--- src/rtl/uart_rx_os.sv ---
// Oversampling UART receiver: 8 data bits LSB first, odd parity, one stop bit.
// Bit timing comes from a cycle counter; every bit is sampled at its centre.
module uart_rx_os #(
  parameter int unsigned CLKS_PER_BIT = 16
) (
  input  logic       clk,
  input  logic       reset,
  input  logic       rx,
  output logic [7:0] data_out,
  output logic       data_ready,
  output logic       parity_error,
  output logic       framing_error,
  output logic       busy
);

  localparam int unsigned CW = $clog2(CLKS_PER_BIT);
  localparam logic [CW-1:0] CNT_LAST = CW'(CLKS_PER_BIT - 1);
  localparam logic [CW-1:0] CNT_HALF = CW'(CLKS_PER_BIT / 2 - 1);

  typedef enum logic [2:0] {IDLE, START, DATA, PARITY, STOP, BREAK} state_t;

  state_t        state, state_n;
  logic          sync1, rx_s;
  logic [CW-1:0] cnt, cnt_n;
  logic [2:0]    idx, idx_n;
  logic [7:0]    sh, sh_n;
  logic          par, par_n;
  logic [7:0]    data_out_n;
  logic          ready_n, perr_n, ferr_n;

  always_ff @(posedge clk or posedge reset) begin
    if (reset) begin
      sync1 <= 1'b1;
      rx_s  <= 1'b1;
    end else begin
      sync1 <= rx;
      rx_s  <= sync1;
    end
  end

  always_ff @(posedge clk or posedge reset) begin
    if (reset) begin
      state         <= IDLE;
      cnt           <= '0;
      idx           <= '0;
      sh            <= '0;
      par           <= 1'b0;
      data_out      <= '0;
      data_ready    <= 1'b0;
      parity_error  <= 1'b0;
      framing_error <= 1'b0;
    end else begin
      state         <= state_n;
      cnt           <= cnt_n;
      idx           <= idx_n;
      sh            <= sh_n;
      par           <= par_n;
      data_out      <= data_out_n;
      data_ready    <= ready_n;
      parity_error  <= perr_n;
      framing_error <= ferr_n;
    end
  end

  always_comb begin
    state_n    = state;
    cnt_n      = cnt;
    idx_n      = idx;
    sh_n       = sh;
    par_n      = par;
    data_out_n = data_out;
    ready_n    = 1'b0;
    perr_n     = 1'b0;
    ferr_n     = 1'b0;
    case (state)
      IDLE: begin
        if (!rx_s) begin
          state_n = START;
          cnt_n   = '0;
        end
      end
      START: begin
        // Half a bit in: a line that is high again was only a glitch.
        if (cnt == CNT_HALF) begin
          cnt_n   = '0;
          idx_n   = '0;
          state_n = rx_s ? IDLE : DATA;
        end else begin
          cnt_n = cnt + 1'b1;
        end
      end
      DATA: begin
        if (cnt == CNT_LAST) begin
          cnt_n     = '0;
          sh_n[idx] = rx_s;
          if (idx == 3'd7) state_n = PARITY;
          else             idx_n   = idx + 1'b1;
        end else begin
          cnt_n = cnt + 1'b1;
        end
      end
      PARITY: begin
        if (cnt == CNT_LAST) begin
          cnt_n   = '0;
          par_n   = rx_s;
          state_n = STOP;
        end else begin
          cnt_n = cnt + 1'b1;
        end
      end
      STOP: begin
        if (cnt == CNT_LAST) begin
          cnt_n = '0;
          if (rx_s) begin
            state_n = IDLE;
            if (par == ~(^sh)) begin
              ready_n    = 1'b1;
              data_out_n = sh;
            end else begin
              perr_n = 1'b1;
            end
          end else begin
            ferr_n  = 1'b1;
            state_n = BREAK;
          end
        end else begin
          cnt_n = cnt + 1'b1;
        end
      end
      BREAK: begin
        if (rx_s) state_n = IDLE;
      end
      default: state_n = IDLE;
    endcase
  end

  assign busy = (state != IDLE);

endmodule

--- config.mk ---
export PLATFORM = sky130hd
export DESIGN_NAME = uart_rx_os
export DESIGN_NICKNAME = d
export VERILOG_FILES = /design/src/rtl/uart_rx_os.sv
export SDC_FILE = /design/constraint.sdc
export NUM_CORES = 1
export LEC_CHECK = 0
export ABC_AREA = 1
export CORE_ASPECT_RATIO = 2
export CORE_UTILIZATION = 40
export DETAILED_ROUTE_END_ITERATION = 8
export GPL_TIMING_DRIVEN = 1
export PLACE_DENSITY = 0.67
export SLEW_MARGIN = 5
export SYNTH_ARGS = -nofsm -noshare
export SYNTH_HDL_FRONTEND = slang
export SYNTH_SLANG_ARGS = --single-unit
export TNS_END_PERCENT = 30
--- constraint.sdc ---
create_clock -name clk -period 1.5 [get_ports clk]
set_input_delay 0.3 -clock clk [delete_from_list [all_inputs] [get_ports clk]]
set_output_delay 0.3 -clock clk [all_outputs]
set_load 0.03 [all_outputs]
Yosys cells after proc, flatten, opt, wreduce, memory -nomap -nowiden. Cells that the tools add are included.

Register bits: 32. Output and inout bits: 12. Word-level logic and storage cells: 78.

Add/subtract/negate cells: 2. $lt $le $gt $ge: 2. Eq/ne operators: 17. Multiplexer cells: 32. Bitwise gates (word level): 1. Reductions and logical operators: 13.

Operators with widths (number): $mux 3 (11); $pmux 3 s6 (1); $ne 2x2->1 const B (8); $mux 1 (12); $mux 4 (3); $pmux 4 s3 (1); $eq 3x3->1 const B (3); $bwmux 8 (1); $reduce_and 4->1 (2); $reduce_xor 8->1 (1); $reduce_and 7->1 (1); $eq 3x2->1 const B (2); $pmux 3 s2 (1); $reduce_and 2->1 (3); $reduce_bool 3->1 (2); $add 4x1->4 const B (1); $eq 4x3->1 const B (1); $eq 4x4->1 const B (1); $lt 3x4->1 const B (1); $add 3x1->3 const B (1); $demux 1 s3 (1); $eq 3x1->1 const B (1); $ge 3x1->1 const B (1); $logic_not 3->1 (1); other kinds (6) (6).

Logic depth before layout (Yosys ltp).
Depth after elaboration: 7. Gate-level depth with buffers: 11. Gate-level depth less buffers: 11.

Worst setup path before layout. Ideal clock, no wire load.

Path type: reg2reg. Start point: reg cnt[0]. End point: reg data_out[0]. Library setup time: 0.118 ns. Data arrival time: 1.308 ns. Data required time: 1.382 ns. Path slack: 0.075 ns. Cell stages (with the launch flop): 11. Path buffers: 0. Period minus slack after synthesis: 1.425 ns. Cells stage by stage: dfrtp_1 ha_1 nand2_1 nor2_2 inv_2 nor2_2 inv_2 nor2_8 nand3_4 nand2_1 nand2_1.

Word-level cells in the longest chain between the ends: 2.

Ends and longest elaborated chain: start: declaration (RTL line 24) `logic [CW-1:0] cnt, cnt_n;`; start signal: assignment (RTL line 54) `cnt <= cnt_n;`; $eq 4x4->1 (RTL line 112) `if (cnt == CNT_LAST) begin`; $reduce_and 4->1 (no line); end signal: assignment (RTL line 58) `data_out <= data_out_n;`; end: declaration (RTL line 9) `output logic [7:0] data_out,`.

Every way passes these cells. A chain may end at the register's enable or synchronous reset.

Worst setup path after layout.
Start point: reg cnt[0]. End point: reg idx[2].

Word-level cells in the longest chain between the ends: 3. Elaborated cells between the ends (all ways): 5.

Ends and longest elaborated chain: $eq 4x4->1 / $eq 4x3->1 (equally long branches) (RTL line 93, 84); $ne 2x2->1 (no line); $reduce_and 4->1 (no line) *; end signal: assignment (RTL line 55) `idx <= idx_n;`; end: declaration (RTL line 25) `logic [2:0] idx, idx_n;`.

Mark *: on every way between the ends. The rest lies on a longest branch, timed or not.

==> flow_summary_export.csv <==
group,metric,value,unit
run_status,outcome,"finished, violations left",
run_status,failed_checks,"setup timing",
logic_synthesis,postSynthRegisterBits,32,
route,antenna_left,0,
critical_path,endpoint_kind,"flip-flop",
run,number_of_max_cap_violations,0,
die,chipWidth,48.9,um
finish,antenna_cells_inserted,0,
logic_synthesis,synth_adder_area_share,0.0213,
global_routing,gr-usage-all-layers,0.183,
clock_tree,htreeDepth,2,
clock_tree,cts-root-buf,"sky130_fd_sc_hd__clkbuf_8",
critical_path,setup.worst_path.start_class,"flip-flop",
logic_synthesis,synth_top_flop_cell,"sky130_fd_sc_hd__dfrtp_1",
route,num_vias,1568,
critical_path,timing.critical_path.fanout_max,6,
critical_path,class_of_the_most_critical_setup_path,"flip-flop to flip-flop",
logic_synthesis,yosys.area_share.simple,0.313,
die,initial_utilization,0.423,
timing,final.period_utilization,1.03,
route,wl_per_cell,12.2,um
logic_synthesis,synth_xor_area_frac,0.00497,
logic_synthesis,synth_seq_area_share,0.456,
timing,grt_setup_unrepaired,"true",
clock_tree,cts_hold_buffers,0,
critical_path,required_time_of_the_critical_path,1.66,ns
die,core-area,4170,um^2
die,die_h,95.9,um
route,drcViolationCount,0,
global_routing,largest_net_degree_at_the_start_of_global_routing,33,
logic_synthesis,ys_warn_count,0,
global_routing,first_pass_grt_wire_length,6.53,mm
logic_synthesis,largest_family_of_logic_cells_by_synthesized_area,"simple AND/OR/NAND/NOR gates",
clock_tree,cts_sink_count,32,
placement,io_buffer_count,14,
timing,fmaxAchievable,645,MHz
critical_path,crit_slowest_cell,"sky130_fd_sc_hd__dfrtp_1",
global_routing,grt_pass1_vias,1505,
power,p_leak,0.00123,uW
logic_synthesis,synth_most_common_cell,"sky130_fd_sc_hd__nand2_1",
logic_synthesis,async_flop_share,1.00,
logic_synthesis,synth_enable_flop_cells,0,
finish,layout-drive-gt1-share,0.294,
worst_hold_path,hp-class,"primary input to asynchronous set/reset pin",
timing,setup-tns-final,-0.125,ns
logic_synthesis,yosysUniqueCellTypes,29,
placement,detailedPlacementHpwl,2.85,mm
timing,worst_slew_pin_slew,0.355,ns
die,number_of_ports_placed_on_the_die_boundary,15,
timing,hold_violations,0,
clock_tree,clkTransAtPathRegs,0.06,ns
timing,final.setup_skew,0.00494,ns
route,routed_wirelength,3.88,mm
finish,nets,271,
clock_tree,tritoncts_clock_tree,"done",
placement,gpl.final_weighted_congestion,0.845,
critical_path,path_cells,"ha_2 > nand2_2 > buf_4 > o21ai_1 > o21ai_1 > a21oi_4 > buf_6 > o21ai_1",
power,cellPowerDensity,1340,nW/um^2
route,route.detailed.vias_per_inst,4.95,
clock_tree,max-clock-path-buffers,2,
logic_synthesis,syn_inst,219,
logic_synthesis,synth_largest_area_cell,"sky130_fd_sc_hd__dfrtp_1",
route,drt_first_iter_violations,11,
critical_path,crit_path_most_repeated_cell,"sky130_fd_sc_hd__o21ai_1",
timing,timing.slew.headroom,0.763,
power,peak_ir_drop_on_the_vdd_network,0.000991,V
critical_path,worst-endpoint-arrival,1.71,ns
timing,finalWorstSetupSlack,-0.0510,ns
timing,worst_hold_slack,0.360,ns
critical_path,cell_family_contributing_the_most_delay_on_the_critical_path,"compound AO/OA/AOI/OAI gates",
clock_tree,tritoncts.num_buffers,5,
timing,setup_violations,7,
logic_synthesis,synth_area,1760,um^2
logic_synthesis,synth_fp_nets,225,
route,drt-pass1-iter-count,4,
logic_synthesis,synth_compound_area_frac,0.121,
logic_synthesis,synth.avg_cell_area,8.05,um^2
logic_synthesis,synth_top_area_frac,0.426,
timing,drv_slew,0,
logic_synthesis,synth.top_cells.by_area,"sky130_fd_sc_hd__dfrtp_1 (43%), sky130_fd_sc_hd__nand2_1 (13%), sky130_fd_sc_hd__inv_1 (6.4%)",
timing,min_period,1.55,ns
finish,area.growth.synth_to_final,34.8,%
global_routing,overflow,0,
logic_synthesis,mux_contribution_to_synthesized_area,0,
die,design.die.area,4690,um^2
critical_path,critical_path_buf_inv_count,2,
clock_tree,clk_latency,0.28,ns
critical_path,critPathMaxStageDelay,0.37,ns
global_routing,initial_antenna_violation_count,0,
logic_synthesis,yosys-top-cells-count,"sky130_fd_sc_hd__nand2_1 (60), sky130_fd_sc_hd__dfrtp_1 (30), sky130_fd_sc_hd__inv_1 (30)",
die,core.rowCount,33,
-- layout make-up --
type | count | area [um^2]
fillers | 397 | 1790
repair buffers | 40 | 353
inverters | 35 | 138
multi-input cells | 151 | 917
clock buffers | 7 | 96.3
flip-flops and latches | 32 | 807
well taps | 52 | 65.1
-- routing by layer --
| layer | up-vias | global-route usage | part of all wire |
|---|---|---|---|
| met5 | - | 0 | 0 |
| met1 | 738 | 0.179 | 0.35 |
| met2 | 19 | 0.359 | 0.60 |
| met4 | 0 | 0.100 | 0.031 |
| met3 | 9 | 0.0284 | 0.016 |
| li1 | 802 | - | - |
-- repair_timing --
item / in CTS / in global routing
setup endpoints to repair: 31 / 26
setup buffers: 0 / 6
gates cloned: 0 / 1
gates resized for setup: 20 / 28
pin swaps: 3 / 9
-- worst paths after layout --
check                      slack [ns]  depth (start not counted)            end  startpoint
hold / removal                   0.36                          3  framing_error       reset
setup reg to reg                -0.05                          8         idx[2]      cnt[0]
min in group clk                 0.36                          0           rx_s       sync1
hold reg to reg                  0.36                          0           rx_s       sync1
max in group asynchronous        0.89                          3           rx_s       reset
setup / recovery                -0.05                          8         idx[2]      cnt[0]
-- state kept, by name, indices dropped and copies added (netlist names) --
| register | cells |
|---|---|
| sh | 8 |
| data_ready | 1 |
| rx_s | 1 |
| par | 1 |
| idx | 3 |
| state | 3 |
| data_out | 8 |
| sync1 | 1 |
| cnt | 4 |
| parity_error | 1 |
| framing_error | 1 |
-- where the power goes --
group	switching (uW)	total (uW)	leakage (uW)	internal, uW
combinational	854	1470	0.000747	614
sequential	66.2	1030	0.000428	961
clock	290	698	0.0000503	408
-- worst min-delay path, cell delays in order --
cell                              delay, ns
sky130_fd_sc_hd__clkdlybuf4s50_1       0.40
sky130_fd_sc_hd__inv_1                 0.09
sky130_fd_sc_hd__buf_12                0.21
-- kinds of logic after synthesis --
family | Yosys count
compound gates | 37
xor+xnor | 1
fa+ha+maj | 3
flops | 32
simple gates | 109
buf+inv | 37
-- stage by stage --
stage / setup slack, ns / instances / util / total power (uW) / cell area, um^2
detailed placement: -0.0711 / 303 / 0.510 / 2350 / 2130
finish: -0.0510 / 317 / 0.570 / 3190 / 2380
global route: -0.139 / 317 / 0.570 / 3430 / 2380
CTS: -0.0749 / 310 / 0.538 / 3110 / 2240
floorplan: 0.0745 / 219 / - / 1890 / 1760
global placement: -0.0450 / 303 / 0.510 / 2330 / 2130
-- placed cells by master (no fill, tap or decap), types with 2 or more instances in the layout --
master	instances
sky130_fd_sc_hd__a21oi_1	10
sky130_fd_sc_hd__a31oi_1	9
sky130_fd_sc_hd__buf_12	2
sky130_fd_sc_hd__buf_4	21
sky130_fd_sc_hd__buf_6	3
sky130_fd_sc_hd__clkbuf_8	7
sky130_fd_sc_hd__clkdlybuf4s50_1	2
sky130_fd_sc_hd__dfrtp_1	27
sky130_fd_sc_hd__dfrtp_2	3
sky130_fd_sc_hd__dfstp_2	2
sky130_fd_sc_hd__dlygate4sd2_1	11
sky130_fd_sc_hd__ha_2	2
sky130_fd_sc_hd__inv_1	30
sky130_fd_sc_hd__inv_2	2
sky130_fd_sc_hd__inv_4	2
sky130_fd_sc_hd__nand2_1	57
sky130_fd_sc_hd__nand2_2	5
sky130_fd_sc_hd__nand3_1	13
sky130_fd_sc_hd__nand3_2	4
sky130_fd_sc_hd__nand3_4	5
sky130_fd_sc_hd__nor2_1	7
sky130_fd_sc_hd__nor2_2	5
sky130_fd_sc_hd__nor2_4	3
sky130_fd_sc_hd__nor3_1	3
sky130_fd_sc_hd__nor3_4	3
sky130_fd_sc_hd__o21ai_0	2
sky130_fd_sc_hd__o21ai_1	11
No activity file was read; power rests on OpenSTA's default activity.
